File: src/rtl/imm_extract_pipe.sv
// imm_extract_pipe: RV immediate decoder feeding a DEPTH-entry FIFO.
// Ports: clk, reset (sync, active-low); in_valid/in_ready/instruction
//   input handshake; out_valid/out_ready/im_data/fmt head entry;
//   dec_count (accepted words, wraps), err_count (illegal, saturates).
module imm_extract_pipe #(
  parameter int XLEN  = 64,
  parameter int DEPTH = 2
) (
  input  logic            clk,
  input  logic            reset,
  input  logic            in_valid,
  output logic            in_ready,
  input  logic [31:0]     instruction,
  output logic            out_valid,
  input  logic            out_ready,
  output logic [XLEN-1:0] im_data,
  output logic [2:0]      fmt,
  output logic [15:0]     dec_count,
  output logic [7:0]      err_count
);

  localparam int AW = (DEPTH > 1) ? $clog2(DEPTH) : 1;
  localparam int CW = AW + 1;
  localparam logic [CW-1:0] DEPTH_C = CW'(DEPTH);
  localparam logic [CW-1:0] ONE_C   = CW'(1);
  localparam bit RV64 = (XLEN == 64);

  localparam logic [2:0] FMT_R   = 3'd0;
  localparam logic [2:0] FMT_I   = 3'd1;
  localparam logic [2:0] FMT_S   = 3'd2;
  localparam logic [2:0] FMT_B   = 3'd3;
  localparam logic [2:0] FMT_U   = 3'd4;
  localparam logic [2:0] FMT_J   = 3'd5;
  localparam logic [2:0] FMT_ILL = 3'd7;

  typedef enum logic {
    EMPTY,
    NONEMPTY
  } state_e;

  state_e          state_q, state_d;
  logic [CW-1:0]   count_q, count_d;
  logic [AW-1:0]   wptr_q, wptr_d;
  logic [AW-1:0]   rptr_q, rptr_d;
  logic [15:0]     dec_q, dec_d;
  logic [7:0]      err_q, err_d;
  logic [XLEN-1:0] hold_imm_q, hold_imm_d;
  logic [2:0]      hold_fmt_q, hold_fmt_d;

  logic [XLEN-1:0] imm_mem_q [DEPTH];
  logic [2:0]      fmt_mem_q [DEPTH];

  logic [6:0]  opc;
  logic        s;
  logic [2:0]  fmt_dec;
  logic [63:0] imm64;
  logic        push;
  logic        pop;

  assign opc = instruction[6:0];
  assign s   = instruction[31];

  // Immediates are built at 64 bits and truncated, so one
  // decoder serves both XLEN settings.
  always_comb begin
    fmt_dec = FMT_ILL;
    imm64   = '0;
    unique case (1'b1)
      (opc == 7'b0000011),
      (opc == 7'b0010011),
      (opc == 7'b1100111),
      (RV64 && opc == 7'b0011011): begin
        fmt_dec = FMT_I;
        imm64   = {{52{s}}, instruction[31:20]};
      end
      (opc == 7'b0100011): begin
        fmt_dec = FMT_S;
        imm64   = {{52{s}}, instruction[31:25],
                   instruction[11:7]};
      end
      (opc == 7'b1100011): begin
        fmt_dec = FMT_B;
        imm64   = {{51{s}}, s, instruction[7],
                   instruction[30:25],
                   instruction[11:8], 1'b0};
      end
      (opc == 7'b0110111),
      (opc == 7'b0010111): begin
        fmt_dec = FMT_U;
        imm64   = {{32{s}}, instruction[31:12], 12'b0};
      end
      (opc == 7'b1101111): begin
        fmt_dec = FMT_J;
        imm64   = {{43{s}}, s, instruction[19:12],
                   instruction[20],
                   instruction[30:21], 1'b0};
      end
      (opc == 7'b0110011),
      (RV64 && opc == 7'b0111011): begin
        fmt_dec = FMT_R;
      end
      default: begin
        fmt_dec = FMT_ILL;
      end
    endcase
  end

  // Handshakes are gated by reset so nothing moves while held.
  assign in_ready  = reset && (count_q < DEPTH_C);
  assign out_valid = reset && (state_q == NONEMPTY);
  assign push      = in_valid && in_ready;
  assign pop       = out_valid && out_ready;

  always_comb begin
    state_d = state_q;
    unique case (state_q)
      EMPTY: begin
        if (push) state_d = NONEMPTY;
      end
      NONEMPTY: begin
        if (pop && !push && count_q == ONE_C)
          state_d = EMPTY;
      end
      default: state_d = EMPTY;
    endcase
  end

  always_comb begin
    count_d    = count_q;
    wptr_d     = wptr_q;
    rptr_d     = rptr_q;
    dec_d      = dec_q;
    err_d      = err_q;
    hold_imm_d = hold_imm_q;
    hold_fmt_d = hold_fmt_q;
    if (push) begin
      wptr_d = wptr_q + AW'(1);
      dec_d  = dec_q + 16'd1;
      if (fmt_dec == FMT_ILL && err_q != 8'hFF)
        err_d = err_q + 8'd1;
    end
    if (pop) begin
      rptr_d     = rptr_q + AW'(1);
      // Remember the retiring head so outputs hold once empty.
      hold_imm_d = imm_mem_q[rptr_q];
      hold_fmt_d = fmt_mem_q[rptr_q];
    end
    if (push && !pop)
      count_d = count_q + ONE_C;
    else if (pop && !push)
      count_d = count_q - ONE_C;
  end

  always_ff @(posedge clk) begin
    if (!reset) begin
      state_q    <= EMPTY;
      count_q    <= '0;
      wptr_q     <= '0;
      rptr_q     <= '0;
      dec_q      <= '0;
      err_q      <= '0;
      hold_imm_q <= '0;
      hold_fmt_q <= FMT_R;
    end else begin
      state_q    <= state_d;
      count_q    <= count_d;
      wptr_q     <= wptr_d;
      rptr_q     <= rptr_d;
      dec_q      <= dec_d;
      err_q      <= err_d;
      hold_imm_q <= hold_imm_d;
      hold_fmt_q <= hold_fmt_d;
    end
  end

  always_ff @(posedge clk) begin
    if (push) begin
      imm_mem_q[wptr_q] <= imm64[XLEN-1:0];
      fmt_mem_q[wptr_q] <= fmt_dec;
    end
  end

  assign im_data = (state_q == NONEMPTY) ? imm_mem_q[rptr_q]
                                         : hold_imm_q;
  assign fmt     = (state_q == NONEMPTY) ? fmt_mem_q[rptr_q]
                                         : hold_fmt_q;

  assign dec_count = dec_q;
  assign err_count = err_q;

endmodule

File: config.mk
export PLATFORM = sky130hd
export DESIGN_NAME = imm_extract_pipe
export DESIGN_NICKNAME = d
export VERILOG_FILES = /design/src/rtl/imm_extract_pipe.sv
export SDC_FILE = /design/constraint.sdc
export NUM_CORES = 1
export LEC_CHECK = 0
export CAP_MARGIN = 20
export CORE_MARGIN = 1
export CORE_UTILIZATION = 51
export DETAILED_ROUTE_END_ITERATION = 7
export HOLD_SLACK_MARGIN = 0.15
export MAX_ROUTING_LAYER = met4
export PLACE_DENSITY = 0.78
export SLEW_MARGIN = 20
export SYNTH_ARGS = -nofsm -noshare
export SYNTH_HDL_FRONTEND = slang
export SYNTH_SLANG_ARGS = --single-unit
File: constraint.sdc
create_clock -name clk -period 3.4 [get_ports clk]
set_clock_uncertainty 0.15 [all_clocks]
set_input_delay 0.51 -clock clk [delete_from_list [all_inputs] [get_ports clk]]
set_output_delay 0.51 -clock clk [all_outputs]
set_load 0.1 [all_outputs]
==> summary.md <==
| Metric | Value |
|---|---|
| Outcome | finished with violations |
| Failing checks | DRC |
| Asr flop ratio synth | 0 |
| First-pass GRT wire length | between 20000 and 25000 um |
| GRT Total Usage | 0.238 |
| CTS max path bufs | 2 |
| Antenna violations before repair | 0 |
| Cell count after synthesis | about 580 |
| Critical path required time | between 2 and 3 ns |
| Clock Sinks | roughly 140 |
| Worst Hold Depth | 2 |
| Die width | approximately 110 um |
| Die H | around 110 um |
| RSZ-0062 raised after global routing | no |
| Cts hold-fix bufs | 0 |
| CTS buffer count | 17 |
| Post-route DRC | 12 |
| Clk_lat worst skew | about 0.41 ns |
| MaxCap Viol Count | 0 |
| Worst-path cell chain | buf_4, mux2i_1, a21oi_1, buf_4 |
| Fin. Hold Viols | 0 |
| Antenna Nets Post-Route | 0 |
| Detailed-route via count | 4666 |
| CTS tree | done |
| H-tree depth | 4 |
| Io pins | about 130 |
| Slew headroom | 0.354 |
| Resize count post-CTS | 0 |
| Share of cells above drive strength 1 | 0.210 |
| Cell area after synthesis | between 6000 and 7000 um2 |
| Port bufs | ~130 |
| DR iter-0 viols | 313 |
| CP endpoint kind | primary output |
| Largest net degree at the start of global routing | 51 |
| Top cell by count, worst path | buf_4 |
| Peak supply drop | ~0.42 mV |
| Setup violations, final | 0 |
| Diode count | 0 |
| Crit path max-delay family | buffers and inverters |
| Count of pins over their slew limit | 0 |
| Std-Cell Core Area | between 10000 and 15000 um2 |
| # Post-CTS Setup Buffers | 0 |
| Crit Path Category | reg2out |
| Fmax | 348 MHz |
| Post-synth EDFFs | 70 |
| P_leak | around 0.0032 uW |
| RD Place Congestion | approximately 0.92 |
| Routed wire length | 13600 um |
| Buffer and inverter count on the worst path | 2 |
| Reg2reg path depth | 7 |
| Nets@finish | 713 |
| Worst slew pin tran | roughly 0.97 ns |
| Crit. path cell count | 4 |
| Pwr/cell area | between 700 and 800 nW/um2 |
| Fin crit share | 0.845 |
| Post-DP HPWL | 9150 um |
| Area delta synth->final | 33.6% |
| DR WL/cell | ~16 um |
| Top_reg_cell synth | edfxtp_1 |
| Initial Util | 0.530 |
| Pre-antenna DRT Iters | 6 |
| Congestion Overflow GR | 0 |
| Register area share after synthesis | 0.556 |
| Syn_nets | 623 |
| Unique masters post-synth | 48 |
| Crit path launch type | flip-flop |
| Worst path max stage delay | between 0.6 and 0.7 ns |
| Seq cells post-synth | ~140 |
| Worst Path Max Fanout | 22 |
| CTS root buffer | clkbuf_16 |
| TNS Setup | 0 ns |
| # rows | 39 |
| Crit path max-delay cell type | dfxtp_2 |
| Internal reg-to-reg setup slack | 1.00 ns |
| Worst hold path class | reg2reg |
| Tmin final | between 2 and 3 ns |
| Vias in the first global route | about 4600 |
| Worst Path Arrival | 2.21 ns |
| Avg Inst Size Synth | roughly 11 um2 |
| Clock slew at reported path FFs | ~0.06 ns |
| Drt via density | around 5.6 |
| Warnings from Yosys | 0 |
| Post-Route Utilization | 0.708 |
| Die area | approximately 12000 um2 |
[registers in the layout, indices dropped and copies added, names as in the netlist, named ones only]
signal / count
imm_mem_q: 64
hold_imm_q: 32
dec_count: 16
err_count: 8
fmt_mem_q: 6
hold_fmt_q: 3
count_q: 2
rptr_q: 1
state_q: 1
wptr_q: 1
[tightest hold or removal path, stage by stage (launching register included)]
cell and delay, ns:
dfxtp_1 0.32, nand3_1 0.06, o21ai_0 0.06
[power breakdown]
| part | total [uW] | switching [uW] | internal [uW] |
|---|---|---|---|
| combinational | 2120 | 1570 | 552 |
| clock | 1950 | 709 | 1240 |
| sequential | 1840 | 51.6 | 1790 |
[final cells by class]
| class | instances | area [um2] |
|---|---|---|
| Clock buffer | 17 | 425 |
| Clock inverter | 15 | 214 |
| Fill cell | 800 | 3380 |
| Inverter | 8 | 31.3 |
| Multi-Input combinational cell | 373 | 2340 |
| Sequential cell | 135 | 3410 |
| Tap cell | 143 | 179 |
| Timing Repair Buffer | 137 | 1590 |
[Yosys cell counts (all sizes together) (5+ instances only)]
| cell | instances | area [um2] |
|---|---|---|
| xor2 | 10 | 87.6 |
| o21ai | 44 | 220 |
| and2 | 10 | 62.6 |
| buf | 43 | 290 |
| clkbuf | 23 | 86.3 |
| a211oi | 5 | 37.5 |
| dfxtp | 65 | 1300 |
| ha | 5 | 62.6 |
| nand3 | 45 | 225 |
| nand4 | 8 | 65.1 |
| and3 | 5 | 31.3 |
| a21o | 21 | 158 |
| o31ai | 5 | 37.5 |
| a21oi | 48 | 244 |
| nor2 | 57 | 221 |
| nand2 | 26 | 105 |
| edfxtp | 70 | 2100 |
| mux2i | 45 | 450 |
| inv | 7 | 26.3 |
[layout by cell type, fill, tap and decap left out, drive strengths merged, types with 2 or more instances in the layout]
cell            n
o31ai           5
inv            13
a211oi          5
bufinv          4
nand3          45
a21o           21
or4             4
a21oi          48
and3            5
buf            95
ha              5
clkinv          4
a22o            4
nand3b          4
clkinvlp        2
xor2           10
nand2b          4
dfxtp          65
xnor2           2
or3b            2
nand2          26
o211ai          2
and2           10
edfxtp         70
nand4           8
or3             3
clkdlybuf4s50  42
nor2b           3
nor2           57
mux2i          45
o21ai          44
clkbuf         17
[stage by stage]
stage / hold WS (ns) / setup WS, ns / cell area, um2 / power, uW / std cells
floorplan: 0.295 / 0.158 / 6140 / 3460 / 582
global placement: 0.303 / 0.697 / 7550 / 3970 / 796
detailed placement: 0.312 / 0.623 / 7550 / 3990 / 796
CTS: 0.325 / 0.498 / 8190 / 5950 / 828
global route: 0.350 / 0.414 / 8190 / 6080 / 828
finish: 0.323 / 0.526 / 8190 / 5910 / 828
[path summary, 6_finish.rpt]
check | startpoint | end
max | flip-flop | im_data[1]
min | hold_imm_q[25]$_SDFFE_PN0P_ | hold_imm_q[25]$_SDFFE_PN0P_
max reg2reg | state_q$_SDFF_PN0_ | count_q[1]$_SDFFE_PN0P_
min reg2reg | hold_imm_q[25]$_SDFFE_PN0P_ | hold_imm_q[25]$_SDFFE_PN0P_
[kinds of logic (layout without fill, tap and decap cells)]
| family | Yosys count | in the layout | share of synthesized area |
|---|---|---|---|
| xor+xnor | 12 | 12 | 0.0172 |
| fa+ha+maj | 5 | 5 | 0.0102 |
| buf+inv | 74 | 177 | 0.0666 |
| compound gates | 134 | 134 | 0.130 |
| simple gates | 177 | 177 | 0.147 |
| mux | 45 | 45 | 0.0735 |
| flops | 135 | 135 | 0.556 |
[per-layer routing]
layer / vias to the layer above / track usage / part of all wire / wire length [um]
met2: 160 / 0.400 / 0.51 / 6930
met1: 2230 / 0.283 / 0.42 / 5740
li1: 2258 / - / - / -
met5: - / - / 0 / 0
met3: 18 / 0.0517 / 0.052 / 707
met4: 0 / 0.0829 / 0.017 / 238
No activity file was read; power rests on OpenSTA's default activity.
